===== src/rtl/display_scan_mux_if.sv =====
// Bundles the source-select/data inputs and the scan outputs of
// display_scan_mux. The master side is the producer of digit data and the
// consumer of anode/segment signals; the slave side is the scan controller.
interface display_scan_mux_if #(
    parameter int NUM_DIGITS = 4,
    parameter int NUM_CHAN   = 2,
    parameter int SEL_W      = 1
);
    logic [SEL_W-1:0]                 chan_sel;
    logic [NUM_CHAN*NUM_DIGITS*4-1:0] chan_data;
    logic [NUM_DIGITS-1:0]            digit_en;
    logic [3:0]                       seg_code;
    logic                             frame_done;

    modport master (
        output chan_sel,
        output chan_data,
        input  digit_en,
        input  seg_code,
        input  frame_done
    );

    modport slave (
        input  chan_sel,
        input  chan_data,
        output digit_en,
        output seg_code,
        output frame_done
    );
endinterface


===== src/rtl/display_scan_mux.sv =====
// Time-multiplexed 7-segment scan controller.
// Once per frame (LOAD) the selected channel's digit nibbles are captured
// into a snapshot so mid-frame source changes never tear the display. Each
// digit is then driven for DIV_TERM cycles (SHOW), followed by GUARD_CYC
// all-off cycles (GUARD) to stop ghosting between anodes.
// All outputs are registered: on each edge the output registers take the
// values belonging to the state the controller was in before that edge.
// Optional build macro: LEADING_ZERO_BLANK_EN -- when defined, leading zero
// digits (other than digit 0) keep their anode off during their SHOW slot.
module display_scan_mux #(
    parameter int NUM_DIGITS = 4,
    parameter int NUM_CHAN   = 2,
    parameter int SEL_W      = 1,
    parameter int DIV_W      = 16,
    parameter int DIV_TERM   = 50000,
    parameter int GUARD_CYC  = 2
) (
    input  logic               clk,
    input  logic               rst,
    display_scan_mux_if.slave  bus
);

    localparam int IDX_W  = (NUM_DIGITS > 1) ? $clog2(NUM_DIGITS) : 1;
    localparam int GRD_W  = (GUARD_CYC > 1) ? $clog2(GUARD_CYC) : 1;
    localparam int SNAP_W = NUM_DIGITS * 4;

    localparam logic [DIV_W-1:0]      DIV_LAST = DIV_W'(DIV_TERM - 1);
    localparam logic [IDX_W-1:0]      IDX_LAST = IDX_W'(NUM_DIGITS - 1);
    localparam logic [GRD_W-1:0]      GRD_LAST = GRD_W'((GUARD_CYC > 0) ? (GUARD_CYC - 1) : 0);
    localparam logic [NUM_DIGITS-1:0] ONE_HOT  = {{(NUM_DIGITS-1){1'b0}}, 1'b1};

    typedef enum logic [1:0] {
        ST_LOAD  = 2'd0,
        ST_SHOW  = 2'd1,
        ST_GUARD = 2'd2
    } state_t;

    state_t                state_r;
    logic [IDX_W-1:0]      idx_r;
    logic [DIV_W-1:0]      div_r;
    logic [GRD_W-1:0]      grd_r;
    logic [SNAP_W-1:0]     snap_r;
    logic [NUM_DIGITS-1:0] digit_en_r;
    logic [3:0]            seg_code_r;
    logic                  frame_done_r;

    logic [SNAP_W-1:0]     sel_data_s;
    logic [NUM_DIGITS-1:0] show_mask_s;
`ifdef LEADING_ZERO_BLANK_EN
    logic                  upper_zero_s;
`endif

    assign bus.digit_en   = digit_en_r;
    assign bus.seg_code   = seg_code_r;
    assign bus.frame_done = frame_done_r;

    // Pick the selected channel's nibbles; out-of-range selects fall back to channel 0.
    always_comb begin
        sel_data_s = bus.chan_data[SNAP_W-1:0];
        if (int'(bus.chan_sel) < NUM_CHAN) begin
            sel_data_s = bus.chan_data[int'(bus.chan_sel)*SNAP_W +: SNAP_W];
        end else begin
            sel_data_s = bus.chan_data[SNAP_W-1:0];
        end
    end

    // Per-digit drive permission; leading zeros are suppressed only when blanking is built in.
    always_comb begin
        show_mask_s = '1;
`ifdef LEADING_ZERO_BLANK_EN
        upper_zero_s = 1'b1;
        for (int d = NUM_DIGITS - 1; d > 0; d--) begin
            upper_zero_s   = upper_zero_s & (snap_r[d*4 +: 4] == 4'h0);
            show_mask_s[d] = ~upper_zero_s;
        end
`endif
    end

    // Scan FSM with registered anode, segment and frame-strobe outputs.
    always_ff @(posedge clk) begin
        if (rst) begin
            state_r      <= ST_LOAD;
            idx_r        <= '0;
            div_r        <= '0;
            grd_r        <= '0;
            snap_r       <= '0;
            digit_en_r   <= '1;
            seg_code_r   <= 4'h0;
            frame_done_r <= 1'b0;
        end else begin
            case (state_r)
                ST_LOAD: begin
                    snap_r       <= sel_data_s;
                    frame_done_r <= 1'b1;
                    digit_en_r   <= '1;
                    idx_r        <= '0;
                    div_r        <= '0;
                    grd_r        <= '0;
                    state_r      <= ST_SHOW;
                end
                ST_SHOW: begin
                    frame_done_r <= 1'b0;
                    seg_code_r   <= snap_r[idx_r*4 +: 4];
                    if (show_mask_s[idx_r]) begin
                        digit_en_r <= ~(ONE_HOT << idx_r);
                    end else begin
                        digit_en_r <= '1;
                    end
                    if (div_r == DIV_LAST) begin
                        div_r <= '0;
                        if (GUARD_CYC > 0) begin
                            state_r <= ST_GUARD;
                        end else if (idx_r == IDX_LAST) begin
                            state_r <= ST_LOAD;
                        end else begin
                            idx_r   <= idx_r + 1'b1;
                            state_r <= ST_SHOW;
                        end
                    end else begin
                        div_r <= div_r + 1'b1;
                    end
                end
                ST_GUARD: begin
                    frame_done_r <= 1'b0;
                    digit_en_r   <= '1;
                    if (grd_r == GRD_LAST) begin
                        grd_r <= '0;
                        if (idx_r == IDX_LAST) begin
                            state_r <= ST_LOAD;
                        end else begin
                            idx_r   <= idx_r + 1'b1;
                            state_r <= ST_SHOW;
                        end
                    end else begin
                        grd_r <= grd_r + 1'b1;
                    end
                end
                default: begin
                    frame_done_r <= 1'b0;
                    digit_en_r   <= '1;
                    state_r      <= ST_LOAD;
                end
            endcase
        end
    end

endmodule


===== src/flat_wrapper.sv =====
// flat-port wrapper written by rule: the top's interface ports become plain ports
module display_scan_mux_flat 
#(
    parameter int NUM_DIGITS = 4,
    parameter int NUM_CHAN   = 2,
    parameter int SEL_W      = 1,
    parameter int DIV_W      = 16,
    parameter int DIV_TERM   = 50000,
    parameter int GUARD_CYC  = 2
)
  (clk, rst, bus_chan_sel, bus_chan_data, bus_digit_en, bus_seg_code, bus_frame_done);
  display_scan_mux_if #(.NUM_DIGITS(NUM_DIGITS), .NUM_CHAN(NUM_CHAN), .SEL_W(SEL_W)) bus_i ();
  input  logic clk;
  input  logic rst;
  input wire logic [$bits(bus_i.chan_sel)-1:0] bus_chan_sel;
  input wire logic [$bits(bus_i.chan_data)-1:0] bus_chan_data;
  output wire logic [$bits(bus_i.digit_en)-1:0] bus_digit_en;
  output wire logic [$bits(bus_i.seg_code)-1:0] bus_seg_code;
  output wire logic [$bits(bus_i.frame_done)-1:0] bus_frame_done;
  assign bus_i.chan_sel = bus_chan_sel;
  assign bus_i.chan_data = bus_chan_data;
  assign bus_digit_en = bus_i.digit_en;
  assign bus_seg_code = bus_i.seg_code;
  assign bus_frame_done = bus_i.frame_done;
  display_scan_mux #(.NUM_DIGITS(NUM_DIGITS), .NUM_CHAN(NUM_CHAN), .SEL_W(SEL_W), .DIV_W(DIV_W), .DIV_TERM(DIV_TERM), .GUARD_CYC(GUARD_CYC)) u_core (.clk(clk), .rst(rst), .bus(bus_i));
endmodule

===== config.mk =====
export PLATFORM = sky130hd
export DESIGN_NAME = display_scan_mux_flat
export DESIGN_NICKNAME = d
export VERILOG_FILES = /design/src/rtl/display_scan_mux_if.sv /design/src/rtl/display_scan_mux.sv /design/src/flat_wrapper.sv
export SDC_FILE = /design/constraint.sdc
export NUM_CORES = 1
export LEC_CHECK = 0
export CAP_MARGIN = 25
export CELL_PAD_IN_SITES_DETAIL_PLACEMENT = 1
export CELL_PAD_IN_SITES_GLOBAL_PLACEMENT = 2
export CORE_MARGIN = 2
export CORE_UTILIZATION = 33
export CTS_CLUSTER_DIAMETER = 120
export CTS_CLUSTER_SIZE = 14
export DETAILED_ROUTE_END_ITERATION = 7
export PLACE_DENSITY_LB_ADDON = 0.1
export SETUP_SLACK_MARGIN = 0.4
export SLEW_MARGIN = 20
export SYNTH_ARGS = -nofsm -noshare
export SYNTH_HDL_FRONTEND = slang
export SYNTH_SLANG_ARGS = --single-unit

===== constraint.sdc =====
create_clock -name clk -period 3.8 [get_ports clk]
set_input_delay 0.38 -clock clk [delete_from_list [all_inputs] [get_ports clk]]
set_output_delay 0.38 -clock clk [all_outputs]
set_load 0.05 [all_outputs]

==> results.sh <==
export IMPL_grt_pass1_vias=1940
export IMPL_tightest_slew_ns=0.927
export IMPL_die_h_um=87.1
export IMPL_required_ns=3.98
export IMPL_maxCapViolations=0
export IMPL_portBuffers=43
export IMPL_finalInstanceArea_um2=2850
export IMPL_synth_edf_count=0
export IMPL_drc=0
export IMPL_cts_tree="done"
export IMPL_placed_cell_area_um2=2740
export IMPL_critPathLaunchType="register"
export IMPL_reg2reg_to="u_core.div_r[15]$_SDFFE_PP0P_"
export IMPL_core_um2=6720
export IMPL_status="complete, no violations"
export IMPL_grt_ovfl_total=0
export IMPL_worst_ir_drop_vdd_mv=0.126
export IMPL_wl_met3_um=144
export IMPL_synth_distinct_cells=41
export IMPL_syn_avg_cell_area_um2=9.07
export IMPL_syn_cell_area_um2=2280
export IMPL_fmax_mhz=513
export IMPL_cp_max_fo=28
export IMPL_multi_input_area_um2=1260
export IMPL_syn_inst=251
export IMPL_yosysWarnings=0
export IMPL_htreeDepth=2
export IMPL_syn_nets=291
export IMPL_cts_resized=0
export IMPL_path_class="register to register"
export IMPL_wl_um=5710
export IMPL_drtAntennaViolNets=0
export IMPL_ys_seq_area_share_pct=40.4
export IMPL_post_cts_setup_buffers=0
export IMPL_drive_gt1_share_pct=7.39
export IMPL_synth_seq_cells=46
export IMPL_ys_flop_type="dfxtp_1"
export IMPL_die_w_um=87.1
export IMPL_finalSetupTns_ns=0
export IMPL_rsz0062_at_grt="no"
export IMPL_cts_hold_buf=0
export IMPL_reg2reg_from="u_core.div_r[0]$_SDFFE_PP0P_"
export IMPL_place_congestion=0.755
export IMPL_synth_area_leaders="dfxtp_1 (40%), mux2i_1 (7.0%), a211oi_1 (5.3%), a31oi_1 (4.4%), nand2_1 (4.3%)"
export IMPL_worstRegToRegCells=5
export IMPL_finalCriticalPeriod_ns=1.95
export IMPL_root_buffer="clkbuf_8"
export IMPL_fin_skew_ns=0.00407
export IMPL_wl_met2_um=2580
export IMPL_endpoint_kind="register"
export IMPL_max_slew_margin_pct=38.0
export IMPL_async_reset_ff_share_pct=0
export IMPL_layout_nets=323
export IMPL_routedWlPerCell_um=15.7
export IMPL_cts_sinks=46
export IMPL_slowest_stage="nand4b_4"
export IMPL_cts_buffer_depth=2
export IMPL_setup_viol=0
export IMPL_clkTransAtPathRegs_ns=0.08
export IMPL_dr_pass1_iters=4
export IMPL_cp_cell_sequence="ha_1 > nand4_1 > nand4b_4 > a41oi_1 > a31oi_1"
export IMPL_antenna_found_initial=0
export IMPL_dr_max_layer_used="met4"
export IMPL_period_share_pct=51.3
export IMPL_final_max_slew_viol_count=0
export IMPL_setup_worst_path_end="u_core.div_r[15]$_SDFFE_PP0P_"
export IMPL_slowest_delay_ns=0.51
export IMPL_regArea_um2=921
export IMPL_drt_iter0_markers=55
export IMPL_hold_path_class="register to register"
export IMPL_diodes=0
export IMPL_synth_largest_type_area_fraction_pct=40.4
export IMPL_grt_pass1_wl_um=9700
export IMPL_clk_latency_ns=0.30
export IMPL_initial_core_util_pct=33.9
export IMPL_area_delta_synth_final_pct=25.1
export IMPL_ff2ff_setup_slack_ns=1.85
export IMPL_pin_count=44
export IMPL_wl_met1_um=2920
export IMPL_yosysTopAreaCell="dfxtp_1"
export IMPL_fillers=761
export IMPL_crit_arrival_ns=2.13
export IMPL_worstSetupStartpoint="u_core.div_r[0]$_SDFFE_PP0P_"
export IMPL_grt_max_degree=33
export IMPL_dp_final_hpwl_um=4070
export IMPL_rows=30
export IMPL_track_usage_pct=16.4
export IMPL_numCtsBuffers=5
export IMPL_vias=1981
export IMPL_cellPowerDensity_nw_per_um2=347
export IMPL_power_leakage_nw=1.02
export IMPL_routed_via_density=5.44
export IMPL_fp_dieArea_um2=7580
export IMPL_final_hold_viol_count=0
[cell usage in the layout (no fill, tap or decap), types with 3 or more instances in the layout]
master           synthesis  layout
nand2_1                 26      26
clkdlybuf4s50_1          0      43
inv_1                    3       3
a31oi_1                 16      16
mux2i_1                 16      16
a211oi_1                16      16
ha_1                     5       5
nand3_1                  7       7
nand3b_1                 5       5
mux4_2                   4       4
nor2_1                  26      25
nand4_1                  4       4
dfxtp_1                 46      46
a21oi_1                 12      12
nand4b_1                 3       3
nor3_1                   9       9
nor4_1                   3       3
nand2b_1                 5       5
clkbuf_8                 0       5
[area by class of cell]
| cell class | count | area share (%) |
|---|---|---|
| multi-input combinational | 182 | 44.4 |
| sequential | 46 | 32.3 |
| timing repair buffer | 45 | 15.6 |
| tap | 80 | 3.51 |
| clock buffer | 7 | 2.68 |
| clock inverter | 1 | 1.05 |
| inverter | 3 | 0.395 |
[critical path: cells and delay by family (launching register included)]
kind | cells | cell delay, ns
adders and majority gates | 1 | 0.27
and+or+nand+nor | 2 | 0.73
DFF | 1 | 0.43
AOI/OAI and AO/OA | 2 | 0.40
[synthesized netlist by cell type, types with 2 or more instances]
library cell and n:
buf_2 4, and2_1 2, a211oi_1 16, nand3_1 7
buf_1 2, nor4_1 3, nor2_1 26, ha_1 5
a21oi_1 12, nor4b_2 2, clkbuf_1 13, dfxtp_1 46
nor3b_1 2, nand2b_1 5, nor3_1 9, mux2i_1 16
nand4_1 4, o2111ai_1 2, nand3b_1 5, inv_1 3
a31oi_1 16, a21o_1 2, nand4b_1 3, mux4_2 4
nand2_1 26
[cell families after synthesis]
| group | synth area share [%] |
|---|---|
| adders and majority gates | 2.75 |
| xor gates and xnor gates | 0.385 |
| and+or+nand+nor | 24.7 |
| DFF | 40.4 |
| AOI/OAI and AO/OA | 15.9 |
| muxes | 11.5 |
| buffers and inverters | 4.34 |
[worst min path at each step]
stage | startpoint | endpoint | slack (ns) | cells past startpoint
floorplan | u_core.div_r[15]$_SDFFE_PP0P_ | u_core.div_r[15]$_SDFFE_PP0P_ | 0.43 | 1
global placement | u_core.bus.seg_code[1]$_SDFFE_PP0P_ | u_core.bus.seg_code[1]$_SDFFE_PP0P_ | 0.45 | 2
detailed placement | u_core.bus.seg_code[1]$_SDFFE_PP0P_ | u_core.bus.seg_code[1]$_SDFFE_PP0P_ | 0.45 | 2
CTS | u_core.bus.seg_code[1]$_SDFFE_PP0P_ | u_core.bus.seg_code[1]$_SDFFE_PP0P_ | 0.47 | 2
global route | u_core.bus.seg_code[0]$_SDFFE_PP0P_ | u_core.bus.seg_code[0]$_SDFFE_PP0P_ | 0.50 | 2
finish | u_core.bus.seg_code[1]$_SDFFE_PP0P_ | u_core.bus.seg_code[1]$_SDFFE_PP0P_ | 0.47 | 2
[through the flow]
step | cells | worst slack, ns | utilization, % | power (W) | hold slack [ns]
6_report | 364 | 1.85 | 42.4 | 0.000988 | 0.473
3_5_place_dp | 356 | 1.70 | 40.8 | 0.000641 | 0.451
2_1_floorplan | 251 | 2.25 | - | 0.000584 | 0.433
4_1_cts | 364 | 1.83 | 42.4 | 0.00101 | 0.474
3_3_place_gp | 356 | 1.69 | 40.7 | 0.000639 | 0.446
5_1_grt | 364 | 1.62 | 42.4 | 0.00104 | 0.504
[state kept, by name (all words and copies together), names as in the netlist]
register	count
u_core.state_r	2
u_core.bus.seg_code	4
u_core.snap_r	16
u_core.idx_r	2
u_core.bus.frame_done	1
u_core.div_r	16
u_core.bus.digit_en	4
u_core.grd_r	1
[metal layers]
layer / global-route usage [%] / up-vias
met3: 3.03 / 6
li1: - / 994
met4: 5.11 / 0
met5: 0 / -
met2: 26.0 / 27
met1: 22.6 / 954
[report_power, final]
part | switching [W] | total [W] | internal, W | leakage, nW
clock network | 0.000164 | 0.000361 | 0.000197 | 0.0524
registers | 0.0000133 | 0.000513 | 0.000499 | 0.376
logic | 0.0000518 | 0.000115 | 0.0000629 | 0.592
total | 0.000229 | 0.000988 | 0.000759 | 1.02
(Power assumes the default switching activity.)
